===== src/rtl/axis_udp_filter_pkg.sv =====
// Shared definitions for the UDP filter front end.
//  - AXIS_DATA_WIDTH / AXIS_STRB_WIDTH : fixed stream geometry (64-bit data, 8-bit strobe)
//  - arb_state_t                       : frame arbiter states
//  - beats_of(bytes)                   : number of 8-byte beats needed to carry 'bytes'
package axis_udp_filter_pkg;

    localparam int AXIS_DATA_WIDTH = 64;
    localparam int AXIS_STRB_WIDTH = AXIS_DATA_WIDTH / 8;

    typedef enum logic [1:0] {
        IDLE  = 2'd0,
        PASS  = 2'd1,
        DRAIN = 2'd2
    } arb_state_t;

    function automatic int beats_of(input int bytes);
        return (bytes + AXIS_STRB_WIDTH - 1) / AXIS_STRB_WIDTH;
    endfunction

endpackage


===== src/rtl/rr_arbiter.sv =====
// Combinational round-robin arbiter.
//  req     in  NUM_PORTS       request vector
//  rr_ptr  in  clog2(NUM_PORTS) highest-priority index this round
//  gnt_idx out clog2(NUM_PORTS) first requester at or after rr_ptr (cyclic)
//  gnt_any out 1               at least one request present
// The request vector is rotated so rr_ptr lands at position 0, a fixed
// priority encoder picks the lowest set bit, and the offset is rotated back.
module rr_arbiter #(
    parameter int NUM_PORTS = 4
) (
    input  logic [NUM_PORTS-1:0]         req,
    input  logic [$clog2(NUM_PORTS)-1:0] rr_ptr,
    output logic [$clog2(NUM_PORTS)-1:0] gnt_idx,
    output logic                         gnt_any
);

    localparam int IDX_W = $clog2(NUM_PORTS);

    logic [NUM_PORTS-1:0] req_rot;
    logic [IDX_W-1:0]     offset;
    logic [IDX_W:0]       back_sum;

    // One extra bit on the sums so NUM_PORTS need not be a power of two.
    genvar gi;
    generate
        for (gi = 0; gi < NUM_PORTS; gi++) begin : g_rot
            logic [IDX_W:0] src_sum;
            logic [IDX_W:0] src_idx;
            assign src_sum     = (IDX_W+1)'(gi) + {1'b0, rr_ptr};
            assign src_idx     = (src_sum >= (IDX_W+1)'(NUM_PORTS)) ?
                                 src_sum - (IDX_W+1)'(NUM_PORTS) : src_sum;
            assign req_rot[gi] = req[src_idx[IDX_W-1:0]];
        end
    endgenerate

    // Lowest set bit of the rotated vector wins.
    always_comb begin
        offset = '0;
        for (int i = NUM_PORTS - 1; i >= 0; i--) begin
            if (req_rot[i]) begin
                offset = IDX_W'(i);
            end
        end
    end

    assign back_sum = {1'b0, offset} + {1'b0, rr_ptr};
    assign gnt_idx  = (back_sum >= (IDX_W+1)'(NUM_PORTS)) ?
                      IDX_W'(back_sum - (IDX_W+1)'(NUM_PORTS)) : back_sum[IDX_W-1:0];
    assign gnt_any  = |req;

endmodule


===== src/rtl/axis_udp_filter_arb.sv =====
// Frame-level round-robin arbiter sharing one filter input between NUM_PORTS
// AXI-Stream sources. A source keeps the grant for a whole tlast-delimited
// frame. Frames longer than MAX_FRAME_SIZE bytes are cut at MAX_BEATS with a
// forced tlast and the remainder of the source frame is discarded.
//  axis_clk / axis_a_rst_n  clock, asynchronous active-low reset
//  en                       arbitration enable, only looked at between frames
//  s_axis_*                 NUM_PORTS packed source streams (source i at slice i)
//  m_axis_*                 single stream towards the filter
//  grant_valid / grant_idx  a frame is in progress / which source owns it
//  oversize                 one-cycle pulse on the truncating beat
module axis_udp_filter_arb
    import axis_udp_filter_pkg::*;
#(
    parameter int NUM_PORTS      = 4,
    parameter int MAX_FRAME_SIZE = 1518
) (
    input  logic                                   axis_clk,
    input  logic                                   axis_a_rst_n,
    input  logic                                   en,
    input  logic [NUM_PORTS-1:0]                   s_axis_tvalid,
    input  logic [NUM_PORTS*AXIS_DATA_WIDTH-1:0]   s_axis_tdata,
    input  logic [NUM_PORTS*AXIS_STRB_WIDTH-1:0]   s_axis_tstrb,
    input  logic [NUM_PORTS-1:0]                   s_axis_tlast,
    output logic [NUM_PORTS-1:0]                   s_axis_tready,
    output logic                                   m_axis_tvalid,
    output logic [AXIS_DATA_WIDTH-1:0]             m_axis_tdata,
    output logic [AXIS_STRB_WIDTH-1:0]             m_axis_tstrb,
    output logic                                   m_axis_tlast,
    input  logic                                   m_axis_tready,
    output logic                                   grant_valid,
    output logic [$clog2(NUM_PORTS)-1:0]           grant_idx,
    output logic                                   oversize
);

    localparam int IDX_W     = $clog2(NUM_PORTS);
    localparam int MAX_BEATS = beats_of(MAX_FRAME_SIZE);
    localparam int BEAT_W    = $clog2(MAX_BEATS + 1);

    arb_state_t         state_q, state_d;
    logic [IDX_W-1:0]   rr_ptr_q, rr_ptr_d;
    logic [IDX_W-1:0]   grant_idx_q, grant_idx_d;
    logic [BEAT_W-1:0]  beat_cnt_q, beat_cnt_d;

    logic [IDX_W-1:0]           arb_gnt_idx;
    logic                       arb_gnt_any;
    logic                       sel_tvalid;
    logic                       sel_tlast;
    logic [AXIS_DATA_WIDTH-1:0] sel_tdata;
    logic [AXIS_STRB_WIDTH-1:0] sel_tstrb;
    logic                       last_slot;
    logic [IDX_W-1:0]           next_ptr;

    rr_arbiter #(
        .NUM_PORTS (NUM_PORTS)
    ) u_rr_arbiter (
        .req     (s_axis_tvalid),
        .rr_ptr  (rr_ptr_q),
        .gnt_idx (arb_gnt_idx),
        .gnt_any (arb_gnt_any)
    );

    assign sel_tvalid = s_axis_tvalid[grant_idx_q];
    assign sel_tlast  = s_axis_tlast[grant_idx_q];
    assign sel_tdata  = s_axis_tdata[grant_idx_q*AXIS_DATA_WIDTH +: AXIS_DATA_WIDTH];
    assign sel_tstrb  = s_axis_tstrb[grant_idx_q*AXIS_STRB_WIDTH +: AXIS_STRB_WIDTH];

    // Beat currently offered is the last one allowed through.
    assign last_slot  = (beat_cnt_q == BEAT_W'(MAX_BEATS - 1));
    assign next_ptr   = (grant_idx_q == IDX_W'(NUM_PORTS - 1)) ? '0 : grant_idx_q + 1'b1;

    assign grant_valid = (state_q != IDLE);
    assign grant_idx   = grant_idx_q;

    always_ff @(posedge axis_clk or negedge axis_a_rst_n) begin
        if (!axis_a_rst_n) begin
            state_q     <= IDLE;
            rr_ptr_q    <= '0;
            grant_idx_q <= '0;
            beat_cnt_q  <= '0;
        end else begin
            state_q     <= state_d;
            rr_ptr_q    <= rr_ptr_d;
            grant_idx_q <= grant_idx_d;
            beat_cnt_q  <= beat_cnt_d;
        end
    end

    always_comb begin
        state_d       = state_q;
        rr_ptr_d      = rr_ptr_q;
        grant_idx_d   = grant_idx_q;
        beat_cnt_d    = beat_cnt_q;
        s_axis_tready = '0;
        m_axis_tvalid = 1'b0;
        m_axis_tdata  = '0;
        m_axis_tstrb  = '0;
        m_axis_tlast  = 1'b0;
        oversize      = 1'b0;

        case (state_q)
            IDLE: begin
                if (en && arb_gnt_any) begin
                    grant_idx_d = arb_gnt_idx;
                    beat_cnt_d  = '0;
                    state_d     = PASS;
                end
            end

            PASS: begin
                m_axis_tvalid              = sel_tvalid;
                m_axis_tdata               = sel_tdata;
                m_axis_tstrb               = sel_tstrb;
                // Forced tlast is held for as long as the final slot is offered,
                // so it stays stable under backpressure.
                m_axis_tlast               = sel_tlast | last_slot;
                s_axis_tready[grant_idx_q] = m_axis_tready;
                if (sel_tvalid && m_axis_tready) begin
                    beat_cnt_d = beat_cnt_q + 1'b1;
                    if (sel_tlast) begin
                        rr_ptr_d = next_ptr;
                        state_d  = IDLE;
                    end else if (last_slot) begin
                        oversize = 1'b1;
                        state_d  = DRAIN;
                    end
                end
            end

            DRAIN: begin
                s_axis_tready[grant_idx_q] = 1'b1;
                if (sel_tvalid && sel_tlast) begin
                    rr_ptr_d = next_ptr;
                    state_d  = IDLE;
                end
            end

            default: begin
                state_d = IDLE;
            end
        endcase
    end

endmodule


===== config.mk =====
export PLATFORM = sky130hd
export DESIGN_NAME = axis_udp_filter_arb
export DESIGN_NICKNAME = d
export VERILOG_FILES = /design/src/rtl/axis_udp_filter_pkg.sv /design/src/rtl/rr_arbiter.sv /design/src/rtl/axis_udp_filter_arb.sv
export SDC_FILE = /design/constraint.sdc
export NUM_CORES = 1
export LEC_CHECK = 0
export BUFFER_PORTS_ARGS = -buffer_cell sky130_fd_sc_hd__buf_4
export CORE_AREA = 8 8 144 146
export CTS_CLUSTER_DIAMETER = 100
export DETAILED_ROUTE_END_ITERATION = 10
export DIE_AREA = 0 0 152 154
export PLACE_DENSITY = 0.57
export SYNTH_ARGS = -nofsm -noshare
export SYNTH_HDL_FRONTEND = slang
export SYNTH_HIERARCHICAL = 1
export SYNTH_SLANG_ARGS = --single-unit

===== constraint.sdc =====
create_clock -name axis_clk -period 2.1 [get_ports axis_clk]
set_clock_uncertainty 0.05 [all_clocks]
set_input_delay 0.315 -clock axis_clk [delete_from_list [all_inputs] [get_ports axis_clk]]
set_output_delay 0.315 -clock axis_clk [all_outputs]
set_load 0.1 [all_outputs]

After elaboration in Yosys (flattened, before gate mapping)

Index checks and enable logic that the tools add are counted.

Bits in registers: 14
Bits of input ports: 300
Output and inout bits: 82
Word-level logic and storage cells: 98

$add $sub $neg: 11
Order comparisons: 11
Equality and inequality tests: 9
Shift operators: 2
Mux-type cells: 46
Bitwise operators: 2
Reductions and logical operators: 13

Operator list:

| cell                  | number |
|---|---|
| $shiftx A256 B9 Y64   | 1 |
| $mux W64              | 1 |
| $mux W2               | 18 |
| $shiftx A32 B6 Y8     | 1 |
| $mux W8               | 3 |
| $pmux W8 S2           | 1 |
| $lt A2 B3 Y1 const B  | 5 |
| $mux W1               | 13 |
| $bmux W1 S2           | 6 |
| $ge A3 B3 Y1 const B  | 4 |
| $sub A2 B1 Y2 const B | 5 |
| $add A8 B1 Y8 const B | 1 |
| $eq A8 B8 Y1 const B  | 1 |
| $ne A2 B2 Y1 const B  | 4 |
| $pmux W4 S2           | 1 |
| $reduce_and A4 Y1     | 2 |
| $add A2 B2 Y3 const A | 2 |
| $pmux W2 S3           | 1 |
| $reduce_bool A2 Y1    | 3 |
| $and A4 B4 Y4         | 1 |
| $eq A2 B2 Y1 const B  | 2 |
| $logic_and A1 B1 Y1   | 4 |
| $pmux W2 S2           | 1 |
| $reduce_or A4 Y1      | 1 |
| 12 further kinds      | 12 |

Depth between registers and ports, before layout

Depth in word-level cells: 12
Mapped depth: 9
Depth with buffers taken out: 8

By module

Netlist, hierarchy kept.

By module, submodules not included:

| module              | times used | cells each | area each (µm²) | sequential area each (µm²) |
|---|---|---|---|---|
| axis_udp_filter_arb | 1          | 275        | 3210.6          | 350.3 |
| rr_arbiter          | 1          | 25         | 166.4           | 0.0 |

Least setup slack after synthesis

OpenSTA, ideal clock, no wires.

Path type: flip-flop to output port
Start point: register grant_idx_q[1], in the netlist grant_idx[1]
End point: output m_axis_tlast
Arrival time: 2785 ps
Data required time: 1735 ps
Setup slack: -1050 ps
Cell stages (with the launch flop): 5
Buffers on the path: 1
Path through: dfrtp_1 > buf_4 > mux4_2 > nor2_1 > nor2_1

Cells in the longest elaborated chain, start to end: 4

RTL lines:

| element                       | RTL line                   | text |
|---|---|---|
| start, declared               | axis_udp_filter_arb.sv:41  | `logic [IDX_W-1:0] grant_idx_q, grant_idx_d;` |
| start signal, assigned        | axis_udp_filter_arb.sv:83  | `grant_idx_q <= grant_idx_d;` |
| $bmux W1 S2                   | axis_udp_filter_arb.sv:63  | `assign sel_tlast = s_axis_tlast[grant_idx_q];` |
| $mux W1 (implied by the code) | axis_udp_filter_arb.sv:63  |  |
| $or A1 B1 Y1                  | axis_udp_filter_arb.sv:115 | `m_axis_tlast = sel_tlast \| last_slot;` |
| $mux W1                       | axis_udp_filter_arb.sv:100 | `case (state_q)` |
| end, declared                 | axis_udp_filter_arb.sv:28  | `output logic m_axis_tlast,` |

Every way passes these cells. The select of a mux whose other input is x is not followed.

Worst setup path after layout

Start point: register grant_idx_q[0], in the netlist grant_idx[0]
End point: output m_axis_tdata[13]

Cells in the longest elaborated chain, start to end: 2

RTL lines:

| element             | RTL line                   | text |
|---|---|---|
| $shiftx A256 B9 Y64 | axis_udp_filter_arb.sv:64  | `assign sel_tdata = s_axis_tdata[grant_idx_q*AXIS_DATA_WIDTH +: AXIS_DATA_WIDTH];` |
| $mux W64            | axis_udp_filter_arb.sv:100 |  |
| end, declared       | axis_udp_filter_arb.sv:26  | `output logic [AXIS_DATA_WIDTH-1:0] m_axis_tdata,` |

Every way passes these cells.

==> flow_metrics.py <==
metrics = {
    "clock_tree": {
        "cts_made_buffers": 3,
        "path_clk_slew_ns": 0.05,
        "insertion_delay_ns": 0.24,
        "clockBufferDepth": 2,
        "cts-root-buf": "clkbuf_16",
        "cts_tree": "yes",
        "cts_max_level": 1,
        "clock-sinks": 14,
    },
    "grt": {
        "grt_pass1_wl_mm": 31.07,
        "track_usage": 0.1708,
        "grt_max_degree": 41,
        "overflow": 0,
        "grt_pass1_vias": 4736,
        "antenna_found_initial": 2,
    },
    "timing": {
        "worst_slack_ns": -0.1466,
        "setup_viol": 75,
        "worst_slew_pin_slew_ns": 0.3991,
        "rsz0062_at_grt": "yes",
        "relSlewSlack": 0.7328,
        "maxSlewViolCount": 0,
        "hold_viol": 0,
        "fmaxAchievable_mhz": 445.1,
        "final.min_clock_period_ns": 2.247,
        "fin_crit_sh": 1.070,
    },
    "yosys": {
        "yosys_warnings": 6,
        "syn_nets": 610,
        "syn_inst": 300,
        "synthesis.area_mm2": 0.003377,
        "yosysTopAreaCell": "mux4_2",
        "synth_top_cell_area_share": 0.4935,
        "synthFlopType": "dfrtp_1",
        "synth-edff-count": 0,
        "ys_seq_area_frac": 0.1037,
        "yosysUniqueCellTypes": 45,
        "ys_ff_latch": 14,
        "async_flop_share": 1.000,
        "avgSynthCellArea_um2": 11.26,
        "synth.area.top_cells": "mux4_2 49%, and2_1 14%, dfrtp_1 10%, ha_1 3.7%, nand2_1 1.8%",
    },
    "worst_setup_path": {
        "crit_family": "multiplexers",
        "crit_buf_inv": 3,
        "required_ns": 1.74,
        "worstPathCellList": "buf_12 -> clkbuf_16 -> mux4_2 -> and2_4 -> buf_12",
        "slowest_stage": "mux4_2",
        "critical_path_class": "flop to output port",
        "startpoint_type": "flop",
        "critPathLaunch": "grant_idx[0]$_DFFE_PN0P_",
        "r2r_cells": 7,
        "path_depth": 5,
        "rr_startpoint": "grant_idx[0]$_DFFE_PN0P_",
        "cp_common_cell": "buf_12",
        "path_max_fanout": 7,
        "end_kind": "output port",
        "cp.arrival_ns": 1.88,
        "max_stage_delay_ns": 0.50,
    },
    "cells_and_area": {
        "utilization": 0.4443,
        "final_common_cell": "buf_4",
        "final_cell_mix": "319 x buf_4, 84 x buf_12, 74 x mux4_2",
        "drive_above_1_share": 0.8540,
        "syn_to_final_growth_pct": 142.8,
        "n_fill_cell": 1689,
        "finalNonFillerCells": 928,
        "stdcell_area_mm2": 0.008200,
        "finalNetCount": 1003,
    },
    "hold_path": {
        "hold_class": "primary input to async pin",
    },
    "outcome": {
        "failed_checks": "setup timing",
        "outcome": "finished, violations left",
    },
    "placement": {
        "place_congestion": 0.8634,
        "dpl.hpwl_mm": 17.80,
        "portBuffers": 381,
        "dp.cells": 909,
        "placedInstanceArea_mm2": 0.006932,
    },
    "floorplanning": {
        "start_util": 0.1830,
        "core_area_mm2": 0.01846,
        "die_w_um": 152,
        "io_pins": 382,
        "dieArea_mm2": 0.02341,
        "die-height_um": 154,
        "rows": 50,
    },
    "pwr": {
        "ir_drop_uv": 854.5,
        "power_density_mw_per_mm2": 1948,
        "p_leak_nw": 3.749,
    },
    "drt": {
        "firstDrtPassIters": 4,
        "vias": 4333,
        "viasPerCell": 4.669,
        "ant_nets": 0,
        "finalWirelength_mm": 21.31,
        "drc": 0,
        "drt_iter0_markers": 208,
        "wl_per_cell_um": 22.96,
    },
    "run": {
        "max_cap_violations": 0,
    },
}
cell usage after synthesis (2+ instances only):
| library cell | count |
|---|---|
| o221ai_1 | 2 |
| mux2_1 | 2 |
| buf_2 | 11 |
| and2_1 | 77 |
| nand3_1 | 10 |
| nor2b_1 | 3 |
| or4_1 | 2 |
| inv_1 | 7 |
| clkbuf_1 | 10 |
| o2bb2ai_1 | 2 |
| buf_4 | 3 |
| nand2_1 | 16 |
| mux2i_1 | 3 |
| mux4_2 | 74 |
| o21ai_0 | 3 |
| o22ai_1 | 2 |
| dfrtp_1 | 14 |
| a21oi_1 | 5 |
| buf_1 | 4 |
| mux2_2 | 3 |
| ha_1 | 10 |
| o211ai_1 | 2 |
| and3_1 | 4 |
| a22o_1 | 2 |
| xnor2_1 | 2 |
| nor2_1 | 8 |
where the power goes:
group	total (mW)	leakage, nW	internal (mW)	switching (mW)
clock network	0.399	0.0442	0.289	0.111
logic	15.0	3.53	6.50	8.53
registers	0.545	0.177	0.379	0.166
total	16.0	3.75	7.17	8.81
layout make-up:
cell class                      count  area (µm²)  share of cell area
Timing Repair Buffer              417        4307              0.5252
Multi-Input combinational cell    250        3123              0.3808
Sequential cell                    14       357.8             0.04364
Tap cell                          234       292.8             0.03570
Clock buffer                        4       88.84             0.01083
Inverter                            7       26.28            0.003204
Antenna cell                        2       5.005           0.0006103
worst paths after layout:
kind                                             end  slack, ns
max                                 m_axis_tdata[13]      -0.15
min                        beat_cnt_q[7]$_DFFE_PN0P_       0.43
max reg2reg                  rr_ptr_q[0]$_DFFE_PN0P_          0
min reg2reg                beat_cnt_q[7]$_DFFE_PN0P_       0.48
max in group asynchronous   grant_idx[1]$_DFFE_PN0P_       1.37
min in group axis_clk         state_q[0]$_DFFE_PN0P_       0.43
cell families after synthesis:
family                     after synthesis  share of synthesized area
buffers and inverters                   36                    0.04965
xor gates and xnor gates                 2                   0.005188
AOI/OAI and AO/OA                       27                    0.06077
DFF                                     14                     0.1037
muxes                                   83                     0.5235
adders and majority gates               10                    0.03705
and+or+nand+nor                        128                     0.2201
through the flow:
stage / worst slack (ns) / setup TNS [ns] / power, mW / hold slack (ns)
after floorplan: -0.1430 / -6.723 / 10.44 / -0.03059
after global placement: 0.03378 / 0 / 12.94 / 0.1340
after detailed placement: 0.02989 / 0 / 12.97 / 0.1307
after CTS: -0.1698 / -8.164 / 15.79 / 0.4175
after global routing: -0.1890 / -11.73 / 16.55 / 0.4406
final: -0.1466 / -8.146 / 15.97 / 0.4253
metal layers:
layer / vias up / share of wire / GRT usage
li1: 1966 / - / -
met1: 2146 / 0.37 / 0.1969
met2: 201 / 0.55 / 0.3175
met3: 20 / 0.063 / 0.03643
met4: 0 / 0.017 / 0.03760
met5: - / 0 / 0
worst register-to-register path, cell delays in order, from the launching register on:
cell and delay [ns]:
dfrtp_4 0.51, buf_6 0.13, mux4_2 0.48, buf_4 0.19, a21boi_4 0.14, o2bb2ai_1 0.08, nand2_2 0.09, mux2_4 0.30
state kept, by name, indices dropped and copies added, names as in the netlist:
name	cells
grant_idx	2
state_q	2
rr_ptr_q	2
beat_cnt_q	8
timing repair:
item / CTS / global route
hold buffers: 1 / 0
setup endpoints to repair: 79 / 82
pin swaps: 8 / 1
buffers inserted: 2 / 7
endpoints found under the hold margin: 14 / 0
gates cloned: 2 / 1
resized for setup: 223 / 20
Power figures use the tool's default switching activity.
